`src/rtl/pwm_meas_pkg.sv`:
```
// Shared types and constants for the PWM capture / duty decoder.
// State encoding, duty width, divider iteration count and band thresholds.
package pwm_meas_pkg;

  localparam int DUTY_W   = 7;
  localparam int DIV_ITER = 7;

  localparam logic [DUTY_W-1:0] BAND0_MIN = 7'd65;
  localparam logic [DUTY_W-1:0] BAND1_MIN = 7'd35;
  localparam logic [DUTY_W-1:0] BAND2_MIN = 7'd10;

  typedef enum logic [1:0] {
    ST_IDLE  = 2'd0,
    ST_MEAS  = 2'd1,
    ST_STUCK = 2'd2
  } state_t;

  // Band 0 is the highest drive level, band 3 the lowest.
  function automatic logic [1:0] band_of(input logic [DUTY_W-1:0] duty);
    if (duty >= BAND0_MIN)      return 2'd0;
    else if (duty >= BAND1_MIN) return 2'd1;
    else if (duty >= BAND2_MIN) return 2'd2;
    else                        return 2'd3;
  endfunction

endpackage

```
`src/rtl/pwm_meas_div.sv`:
```
// Restoring divider, one quotient bit per cycle, DIV_ITER iterations.
// The caller guarantees the quotient fits in DUTY_W bits.
module duty_div
  import pwm_meas_pkg::*;
#(
  parameter int CNT_W = 11
) (
  input  logic              clk,
  input  logic              rst,
  input  logic              i_start,
  input  logic [CNT_W+6:0]  i_num,
  input  logic [CNT_W-1:0]  i_den,
  output logic              o_busy,
  output logic              o_done,
  output logic [DUTY_W-1:0] o_quot
);

  logic [CNT_W-1:0]  r_rem;
  logic [CNT_W-1:0]  r_den;
  logic [DUTY_W-1:0] r_num_lo;
  logic [DUTY_W-2:0] r_quot;
  logic [2:0]        r_cnt;
  logic              r_busy;

  logic [CNT_W-1:0]  w_trial;
  logic [CNT_W-1:0]  w_rem_next;
  logic              w_ge;

  // r_rem < r_den always, so a set MSB means the shifted trial exceeds r_den;
  // the modular subtraction below is then still exact.
  always_comb begin
    w_trial    = {r_rem[CNT_W-2:0], r_num_lo[DUTY_W-1]};
    w_ge       = r_rem[CNT_W-1] | (w_trial >= r_den);
    w_rem_next = w_ge ? (w_trial - r_den) : w_trial;
  end

  assign o_busy = r_busy;
  assign o_done = r_busy && (r_cnt == 3'(DIV_ITER - 1));
  assign o_quot = {r_quot, w_ge};

  always_ff @(posedge clk) begin
    if (rst) begin
      r_rem    <= '0;
      r_den    <= '0;
      r_num_lo <= '0;
      r_quot   <= '0;
      r_cnt    <= '0;
      r_busy   <= 1'b0;
    end else if (i_start && !r_busy) begin
      r_rem    <= i_num[CNT_W+6:DUTY_W];
      r_num_lo <= i_num[DUTY_W-1:0];
      r_den    <= i_den;
      r_quot   <= '0;
      r_cnt    <= '0;
      r_busy   <= 1'b1;
    end else if (r_busy) begin
      r_rem    <= w_rem_next;
      r_num_lo <= {r_num_lo[DUTY_W-2:0], 1'b0};
      r_quot   <= {r_quot[DUTY_W-3:0], w_ge};
      r_cnt    <= r_cnt + 3'd1;
      if (o_done) r_busy <= 1'b0;
    end
  end

endmodule

```
`src/rtl/pwm_meas.sv`:
```
// PWM capture: measures period and high time rise-to-rise, divides for duty %.
// Optional band decode is built only when PWM_MEAS_BAND_EN is defined.
module pwm_meas
  import pwm_meas_pkg::*;
#(
  parameter int CNT_W   = 11,
  parameter int TIMEOUT = 1500
) (
  input  logic              clk,
  input  logic              rst,
  input  logic              pwm_in,
  output logic              valid,
  output logic [CNT_W-1:0]  period,
  output logic [CNT_W-1:0]  high_time,
  output logic [DUTY_W-1:0] duty_pct,
  output logic              stuck,
  output logic              ovr,
  output logic [1:0]        band,
  output logic [1:0]        dbg_state
);

  localparam logic [CNT_W-1:0] CNT_MAX = {CNT_W{1'b1}};

  state_t            r_state, w_state_next;
  logic              r_s1, r_s2, r_prev;
  logic [CNT_W-1:0]  r_period_cnt, r_high_cnt;
  logic [CNT_W-1:0]  r_lat_period, r_lat_high;
  logic              r_valid, r_stuck, r_ovr;
  logic [CNT_W-1:0]  r_period, r_high;
  logic [DUTY_W-1:0] r_duty;

  logic              w_rise, w_timeout, w_complete, w_start, w_discard;
  logic              w_busy, w_done;
  logic [DUTY_W-1:0] w_quot, w_to_duty;
  logic [CNT_W+6:0]  w_num;

  assign w_rise     = r_s2 & ~r_prev;
  // Counter registers TIMEOUT on the next edge; a simultaneous rise wins.
  assign w_timeout  = (r_state != ST_STUCK) && !w_rise &&
                      (r_period_cnt == CNT_W'(TIMEOUT - 1));
  assign w_complete = w_rise && (r_state == ST_MEAS);
  assign w_start    = w_complete && !w_busy;
  assign w_discard  = w_complete && w_busy;
  assign w_num      = (CNT_W+7)'(r_high_cnt) * (CNT_W+7)'(100);
  assign w_to_duty  = r_s2 ? 7'd100 : 7'd0;

  always_comb begin
    w_state_next = r_state;
    if (w_rise)         w_state_next = ST_MEAS;
    else if (w_timeout) w_state_next = ST_STUCK;
  end

  always_ff @(posedge clk) begin
    if (rst) begin
      r_state      <= ST_IDLE;
      r_s1         <= 1'b0;
      r_s2         <= 1'b0;
      r_prev       <= 1'b0;
      r_period_cnt <= '0;
      r_high_cnt   <= '0;
      r_lat_period <= '0;
      r_lat_high   <= '0;
    end else begin
      r_state <= w_state_next;
      r_s1    <= pwm_in;
      r_s2    <= r_s1;
      r_prev  <= r_s2;
      if (w_rise)                       r_period_cnt <= CNT_W'(1);
      else if (r_period_cnt != CNT_MAX) r_period_cnt <= r_period_cnt + CNT_W'(1);
      if (w_rise)                           r_high_cnt <= CNT_W'(1);
      else if (r_s2 && r_high_cnt != CNT_MAX) r_high_cnt <= r_high_cnt + CNT_W'(1);
      if (w_start) begin
        r_lat_period <= r_period_cnt;
        r_lat_high   <= r_high_cnt;
      end
    end
  end

  duty_div #(.CNT_W(CNT_W)) u_div (
    .clk     (clk),
    .rst     (rst),
    .i_start (w_start),
    .i_num   (w_num),
    .i_den   (r_period_cnt),
    .o_busy  (w_busy),
    .o_done  (w_done),
    .o_quot  (w_quot)
  );

  always_ff @(posedge clk) begin
    if (rst) begin
      r_valid  <= 1'b0;
      r_period <= '0;
      r_high   <= '0;
      r_duty   <= '0;
      r_stuck  <= 1'b0;
      r_ovr    <= 1'b0;
    end else begin
      r_valid <= 1'b0;
      if (w_done) begin
        r_valid  <= 1'b1;
        r_period <= r_lat_period;
        r_high   <= r_lat_high;
        r_duty   <= w_quot;
      end else if (w_timeout) begin
        r_valid  <= 1'b1;
        r_period <= '0;
        r_high   <= '0;
        r_duty   <= w_to_duty;
      end
      if (w_rise)         r_stuck <= 1'b0;
      else if (w_timeout) r_stuck <= 1'b1;
      if (w_discard) r_ovr <= 1'b1;
    end
  end

`ifdef PWM_MEAS_BAND_EN
  logic [1:0] r_band;
  always_ff @(posedge clk) begin
    if (rst)            r_band <= 2'd0;
    else if (w_done)    r_band <= band_of(w_quot);
    else if (w_timeout) r_band <= band_of(w_to_duty);
  end
  assign band = r_band;
`else
  assign band = 2'd0;
`endif

  assign valid     = r_valid;
  assign period    = r_period;
  assign high_time = r_high;
  assign duty_pct  = r_duty;
  assign stuck     = r_stuck;
  assign ovr       = r_ovr;
  assign dbg_state = r_state;

endmodule

```
`config.mk`:
```
export PLATFORM = sky130hd
export DESIGN_NAME = pwm_meas
export DESIGN_NICKNAME = d
export VERILOG_FILES = /design/src/rtl/pwm_meas_pkg.sv /design/src/rtl/pwm_meas_div.sv /design/src/rtl/pwm_meas.sv
export SDC_FILE = /design/constraint.sdc
export NUM_CORES = 1
export LEC_CHECK = 0
export CAP_MARGIN = 20
export CORE_ASPECT_RATIO = 0.75
export CORE_MARGIN = 2
export CORE_UTILIZATION = 40
export DETAILED_ROUTE_END_ITERATION = 8
export PLACE_DENSITY = 0.61
export SLEW_MARGIN = 20
export SYNTH_ARGS = -nofsm -noshare
export SYNTH_HDL_FRONTEND = slang
export SYNTH_HIERARCHICAL = 1
export SYNTH_SLANG_ARGS = --single-unit
```
`constraint.sdc`:
```
create_clock -name clk -period 8.65 [get_ports clk]
set_input_delay 1.73 -clock clk [delete_from_list [all_inputs] [get_ports clk]]
set_output_delay 1.73 -clock clk [all_outputs]
set_load 0.05 [all_outputs]
```
; ---- Word-level counts from Yosys, hierarchy flattened
; Index checks and enable logic that the tools add are counted.
[op_classes]
n_eq_ne = 6
n_bitwise = 3
add_sub_neg = 4
mux = 22
multipliers = 1
order_cmp = 1
reduce_logical = 17
[ops]
columns = op, n
row1 = $mux 11, 6
row2 = $mux 7, 5
row3 = $add 11x1->11 const B, 2
row4 = $ne 11x11->1 const B, 2
row5 = $mul 11x5->16 const B, 1
row6 = $eq 11x11->1 const B, 1
row7 = $ge 11x11->1, 1
row8 = $mux 1, 11
row9 = $sub 11x11->11, 1
row10 = $reduce_bool 2->1, 5
row11 = $logic_and 1x1->1, 8
row12 = $reduce_or 2->1, 2
row13 = $add 3x1->3 const B, 1
row14 = $eq 3x3->1 const B, 1
row15 = $eq 2x1->1 const B, 1
row16 = $logic_not 1->1, 2
row17 = $ne 2x2->1 const B, 1
row18 = $and 1x1->1, 1
row19 = $not 1->1, 1
row20 = $or 1x1->1, 1
[totals]
reg_bits = 117

; ---- Depth between registers and ports, before layout
; Gate-level depths: netlist of run 1.
[logic_depth]
ltp_word = 7
ltp_mapped = 14
ltp_nobuf = 14

; ---- Modules after synthesis
; The synthesis of run 1 kept the hierarchy.
[modules_own_cells]
columns = mod, seq_area_each_um2, n_inst, cells_per_inst, area_each_um2
row1 = pwm_meas, 1601.5, 1, 411, 3905.0
row2 = duty_div, 780.7, 1, 270, 2273.4

; ---- Least setup slack after synthesis of run 1
; OpenSTA, ideal clock, no wires.
[synth_path]
path_kind = register -> register
startpoint = register r_high_cnt[3]
endpoint = register u_div.r_rem[9]
required_time_ps = 8563
n_path_buf = 0
arrival_time_ps = 3096
synth_period_minus_slack_ps = 3183
path_slack_ps = 5467
path_stages_with_launch = 13
cell_sequence = dfxtp_1 -> ha_1 -> ha_1 -> fa_1 -> ha_1 -> a211oi_1 -> o21ai_1 -> a2111oi_0 -> or3_1 -> xnor2_1 -> mux2i_1 -> o32a_1 -> o31ai_1
[synth_between]
elab_chain_len = 2
[synth_lines]
columns = element, line_no
row1 = start: declaration, pwm_meas.sv:26  ; logic [CNT_W-1:0] r_period_cnt, r_high_cnt;
row2 = start signal: assignment, pwm_meas.sv:71  ; else if (r_s2 && r_high_cnt != CNT_MAX) r_high_cnt <= r_high_cnt + CNT_W'(1);
row3 = $mul 11x5->16, pwm_meas.sv:44  ; assign w_num = (CNT_W+7)'(r_high_cnt) * (CNT_W+7)'(100);
row4 = net w_num[16], pwm_meas.sv:35  ; logic [CNT_W+6:0] w_num;
row5 = $mux 11, pwm_meas_div.sv:49  ; end else if (i_start && !r_busy) begin
row6 = end signal: assignment, pwm_meas_div.sv:50  ; r_rem <= i_num[CNT_W+6:DUTY_W];
row7 = end signal: assignment, pwm_meas_div.sv:57  ; r_rem <= w_rem_next;
row8 = end: declaration, pwm_meas_div.sv:18  ; logic [CNT_W-1:0] r_rem;
; The timed path passes the listed nets, and every way through them passes these cells.
; A chain may end at the register's enable or synchronous reset.

; ---- Worst setup path in the final report of run 1
[layout_path]
startpoint = register r_high_cnt[5]
endpoint = register u_div.r_rem[9]
; The elaborated chain is that of the path after synthesis.

==> results of run 1 <==
-- metrics by stage --
| step | instances | total power, mW | setup slack [ns] | hold slack [ns] |
|---|---|---|---|---|
| after detailed placement | 888 | 0.6153 | 4.985 | 0.4253 |
| after global routing | 921 | 1.330 | 4.683 | 0.4636 |
| final | 921 | 1.287 | 4.927 | 0.4337 |
| after CTS | 919 | 1.297 | 4.935 | 0.4380 |
| after floorplan | 684 | 0.6069 | 5.467 | 0.4138 |
| after global placement | 888 | 0.6140 | 5.061 | 0.4288 |
-- worst max path at each step --
| stage | end | slack (ns) | cells after the start |
|---|---|---|---|
| after detailed placement | u_div/r_rem[9] | 4.98 | 14 |
| final | u_div/r_rem[9] | 4.93 | 14 |
| after global routing | u_div/r_rem[9] | 4.68 | 14 |
| after CTS | u_div/r_rem[9] | 4.94 | 14 |
| after global placement | u_div/r_rem[9] | 5.06 | 14 |
| after floorplan | u_div/r_rem[9] | 5.47 | 12 |
-- metal layers --
layer / vias up / part of all wire
li1: 2431 / -
met1: 2333 / 0.52
met2: 95 / 0.43
met3: 21 / 0.042
met4: 0 / 0.015
met5: - / 0
-- cell families after synthesis --
logic type               Yosys count
other                              1
adder cells (fa/ha/maj)           58
AND/OR/NAND/NOR                  209
flip-flops                       119
buffers and inverters             83
XOR/XNOR                          33
AO/OA/AOI/OAI                    151
multiplexers                      27
-- cells in the final DEF (no fill, tap or decap), drive strengths merged, types with 5 or more instances in the layout --
cell type	synthesis	final
clkbuf	22	17
xor2	17	17
and3	9	9
fa	7	7
nand2	82	82
buf	18	6
clkdlybuf4s50	0	35
o21ai	8	8
nor3	6	6
ha	51	51
dfxtp	119	119
xnor2	16	16
a211oi	22	22
nand3	13	13
nor2	53	53
nand4	10	10
mux2i	27	27
a21oi	64	64
inv	43	46
nor2b	16	16
a22o	26	26
clkinvlp	0	5
-- area by class of cell --
cell class / count / area, µm²
fill: 1427 / 7948
multi-input combinational: 482 / 3443
sequential: 119 / 2384
clock buffer: 17 / 425.4
timing repair buffer: 41 / 404.1
tap: 205 / 256.5
inverter: 43 / 163.9
clock inverter: 14 / 151.4
-- critical path, delay by kind of cell, from the launching register on --
family | cells | cell delay [ns]
flops | 1 | 0.50
fa+ha+maj | 4 | 1.42
compound gates | 5 | 0.84
mux | 1 | 0.12
buf+inv | 2 | 0.09
xor+xnor | 1 | 0.27
simple gates | 1 | 0.40
-- where the power goes --
part           total, mW  switching [mW]  internal, mW
clock              0.682           0.259         0.424
combinational     0.0482          0.0318        0.0163
sequential         0.556         0.00461         0.552
-- registers in the layout, indices dropped and copies added (netlist names) --
signal / cells
r_s2: 1
u_div/r_quot: 6
r_s1: 1
u_div/o_busy: 1
u_div/r_rem: 11
r_high_cnt: 11
r_period_cnt: 11
u_div/r_num_lo: 7
valid: 1
stuck: 1
r_lat_high: 11
period: 11
u_div/r_den: 11
ovr: 1
high_time: 11
r_prev: 1
u_div/r_cnt: 3
duty_pct: 7
r_lat_period: 11
dbg_state: 1
==> metrics.txt, run 1 <==
CTS buffer count 17; Most used DFF post-synth dfxtp_1; final WL 13680 µm; cts hold-fix bufs 0; mux cell area share after synthesis 0.04374; vias per cell 5.299; DR WL/cell 14.85 µm; fin nets 765; design area 0.007228 mm²; Yosys reg bits 119; Top Usage Layer GRT met2; final setup vio count 0; Peak Freq 268.6 MHz; Hold Crit Class register to register; Chip Height 111.6 µm; CP arrival 4.05 ns; R2R Path Start r_high_cnt[5]; main combinational cell family by area after synthesis simple AND/OR/NAND/NOR gates; vias in the first global route 4686; Avg Cell Area, Syn 9.073 µm²; Die X 147.5 µm; worst reg2reg endpoint u_div/r_rem[9]; post-CTS setup buffer count 0; Fin Setup TNS 0 ns; Hold Path Origin r_s1; first-pass detailed-route iteration total 4; initial antenna violation count 0; share of the synthesized area in the top cell type 0.3856; RD Place Congestion 0.8210; Critical Path Source r_high_cnt[5]; Static Leakage 2.955 nW; Worst R2R Path Depth 14; Max Cap Viol 0; worst-path cell chain ha_1 -> ha_1 -> inv_1 -> fa_1 -> inv_1 -> ha_1 -> o21ai_0 -> o21ai_1 -> a2111oi_0 -> or3_1 -> xnor2_1 -> mux2i_1 -> o32a_1 -> o31ai_1; P&R area growth vs syn 16.99%; CP Capture Type register; slack of the worst reg-to-reg path 4.93 ns; Distinct cells, synth 66; Synth Area in Simple Gates 0.1691; RSZ-0062 raised after global routing no; DRT iter0 DRCs 268; post_cts resized 0; met2 usage 0.2536; Synth Area in XOR/XNOR 0.04678; core area 0.01518 mm²; IO Port Bufs 36; vias 4880; GRT Total Usage 0.1735; worst-case clock buffer depth 2; ANT nets after route 0; crit share post-route 0.4304; largest net degree at the start of global routing 74; diode count 0; met3 GRT Util 0.04098; Clock Sinks 119; global-route wire length before repair 23140 µm; Synth top cells by count dfxtp_1, nand2_1, a21oi_1, nor2_1, ha_1; status finished, final reports clean; met1 usage 0.2518; Total Die Area 0.01647 mm²; Least-Margin Pin Slew 0.8475 ns; Clock Tree Root clkbuf_16; most frequent CP cell ha_1; Async SR Flop Fraction 0; Post-Synth Adder-Cell Area 0.1260; H-tree Lvls 4; clk_lat worst skew 0.41 ns; CP max FO 5; count leader, synth dfxtp_1; CTS tree built; clock-pin slew on the worst setup and hold paths 0.06 ns; total grt overflow 0; CP Launch Type register; worst hold path cell count 1; residual DRC count 0; HPWL after DPL 9807 µm; Compound-Gate Fraction of Synth Area 0.1681; leading area contributor after synthesis dfxtp_1; warnings from Yosys 6; Relative slew margins 0.4350; Slew Limit Fails 0; Final Skew 0.008432 ns; hold endpoint r_s2; placed inst area 0.006620 mm²; Synth Instances 681; PwrDens 178.0 mW/mm²; EDFF count, synth 0; # IOs 39; Seq/Total Area, Yosys 0.3856; floorplan row count 39; initial core utilization 0.4071; Final Hold Vio Count 0; Setup Crit Path Kind register to register; Core Util, Final 0.4763; largest stage delay on the critical path 0.50 ns; Post-Syn Area 0.006178 mm²; required time worst endpoint 8.98 ns; slowest CP cell dfxtp_1; fraction of layout cells with a size suffix above 1 0.08240; Peak supply drop 0.0001349 V; cells taking the most area after synthesis dfxtp_1, ha_1, a21oi_1; minimum clock period 3.723 ns
(Power assumes the default switching activity.)
==> inputs of run 2 (changes only) <==
==> constraint.sdc (replaced) <==
create_clock -name clk -period 3.5 [get_ports clk]
set_input_delay 0.7 -clock clk [delete_from_list [all_inputs] [get_ports clk]]
set_output_delay 0.7 -clock clk [all_outputs]
set_load 0.05 [all_outputs]
==> metrics.txt, run 2 (synthesis results as in run 1) <==
status finished, final reports clean; Post-Layout Cell Count 929 (+0.87%); fraction of layout cells with a size suffix above 1 0.1036 (+0.02119); largest stage delay on the critical path 0.52 ns (+0.02 ns); clock-pin slew on the worst setup and hold paths 0.06 ns (about the same); initial core utilization 0.4071 (unchanged); RD Place Congestion 0.8314 (+1.3%); Final WS setup 0.1809 ns (-4.746 ns); crit share post-route 0.9483 (+0.5179); Fin Setup TNS 0 ns (unchanged); first-pass detailed-route iteration total 5 (+1); global-route wire length before repair 23120 µm (about the same); most frequent cells in the layout dfxtp_1, nand2_1, a21oi_1, nor2_1, ha_1; IO Port Bufs 36 (unchanged); total chip power 3.322 mW (+160%); slowest CP cell fa_1; worst-case hold slack 0.4530 ns (+0.01930 ns); core area 0.01518 mm² (unchanged); vias 4835 (-0.92%); Max Cap Viol 0 (unchanged); most frequent CP cell ha_1; H-tree Lvls 4 (unchanged); RSZ-0062 raised after global routing no; Worst path depth 12 (-2); worst-path cell chain ha_1 -> ha_1 -> fa_1 -> ha_2 -> a211oi_2 -> o21ai_2 -> a2111oi_2 -> or3_1 -> xnor2_1 -> mux2i_1 -> o32a_1 -> o31ai_1; Setup Crit Path Kind register to register; CP max FO 5 (unchanged); Worst R2R Path Depth 12 (-2); design area 0.007362 mm² (+1.9%); pre-CTS worst setup slack 0.06745 ns (-4.917 ns); CTS buffer count 17 (unchanged); Total Die Area 0.01647 mm² (unchanged); HPWL after DPL 9522 µm (-2.9%); multi-input logic area 0.003481 mm² (+1.1%); cts hold-fix bufs 0 (unchanged); residual DRC count 0 (unchanged); GRT Total Usage 0.1720 (-0.001482); FILL cells 1395 (-2.2%); CP Capture Type register; delay-heaviest family, CP adder cells; Static Leakage 3.024 nW (+2.4%); vias per cell 5.205 (-1.8%); PwrDens 451.3 mW/mm² (+150%); Slew Limit Fails 0 (unchanged); vias in the first global route 4750 (+1.4%); commonest non-fill, non-tap cell in the layout dfxtp_1; worst-case clock buffer depth 2 (unchanged); diode count 0 (unchanged); placed inst area 0.006700 mm² (+1.2%); Least-Margin Pin Slew 0.6863 ns (-0.1612 ns); ANT nets after route 0 (unchanged); floorplan row count 39 (unchanged); Relative slew margins 0.5415 (+0.1066); # IOs 39 (unchanged); total grt overflow 0 (unchanged); final setup vio count 0 (unchanged); Final Skew 0.008174 ns (-0.0002574 ns); Core Util, Final 0.4851 (+0.008822); Clock Sinks 119 (unchanged); worst hold path cell count 2 (+1); WP buf/inv 0 (-2); Post-Place Cells 897 (+1.0%); Clock Tree Root clkbuf_16; Hold Crit Class register to register; Peak supply drop 0.0003028 V (+120%); CP arrival 3.64 ns (-0.41 ns); CTS tree built; fin nets 772 (+0.92%); DR WL/cell 14.60 µm (-1.7%); Chip Height 111.6 µm (unchanged); Final Hold Vio Count 0 (unchanged); largest net degree at the start of global routing 52 (-30%); final WL 13560 µm (-0.84%); DRT iter0 DRCs 255 (-4.9%); clk_lat worst skew 0.41 ns (about the same); register area 0.002386 mm² (+0.10%); minimum clock period 3.319 ns (-0.4043 ns); required time worst endpoint 3.82 ns (-5.16 ns); initial antenna violation count 0 (unchanged); CP Launch Type register; Peak Freq 301.3 MHz (+12%); Die X 147.5 µm (unchanged); P&R area growth vs syn 19.16%
-- run 2: cell types whose count changed in the layout (fill, tap and decap cells not counted), sizes merged --
cell / before / now
bufinv: 2 / 3
clkbuf: 17 / 18
buf: 6 / 13
clkinvlp: 5 / 1
clkinv: 4 / 2
inv: 46 / 51
-- run 2: worst paths after layout --
kind	from	slack, ns	end
setup / recovery	r_high_cnt[2]	0.18	u_div/r_rem[9]
hold / removal	r_lat_high[1]	0.45	r_lat_high[1]
hold reg to reg	r_lat_high[1]	0.45	r_lat_high[1]
setup reg to reg	r_high_cnt[2]	0.18	u_div/r_rem[9]
-- run 2: repair_timing --
action | in CTS | in global routing
setup endpoints to repair | 0 | 3
setup buffers | 0 | 0
gates resized for setup | 0 | 11
endpoints found under the hold margin | 0 | 0
-- run 2: worst reg2reg max path, cell delays in order, from the launching register on --
cell       delay [ns]
dfxtp_2          0.35
ha_1             0.30
ha_1             0.29
fa_1             0.52
ha_2             0.31
a211oi_2         0.26
o21ai_2          0.12
a2111oi_2        0.35
or3_1            0.17
xnor2_1          0.11
mux2i_1          0.09
o32a_1           0.29
o31ai_1          0.06
-- run 2: layer usage --
metal | vias up | part of all wire | global-route usage
li1 | 2442 | - | -
met1 | 2315 | 0.53 | 0.2471
met2 | 66 | 0.43 | 0.2552
met3 | 12 | 0.034 | 0.03811
met4 | 0 | 0.012 | 0.05769
met5 | - | 0 | 0
-- run 2: power by group --
part	switching (mW)	total, mW	internal [mW]
Combinational	0.0838	0.127	0.0431
Clock	0.680	1.82	1.14
Sequential	0.00944	1.37	1.36
-- run 2: layout make-up --
class | count | share of cell area
clock buffers | 18 | 0.05829
clock inverters | 14 | 0.02549
inverters | 43 | 0.02226
multi-input cells | 482 | 0.4728
flip-flops and latches | 119 | 0.3241
well taps | 205 | 0.03484
repair buffers | 48 | 0.06220
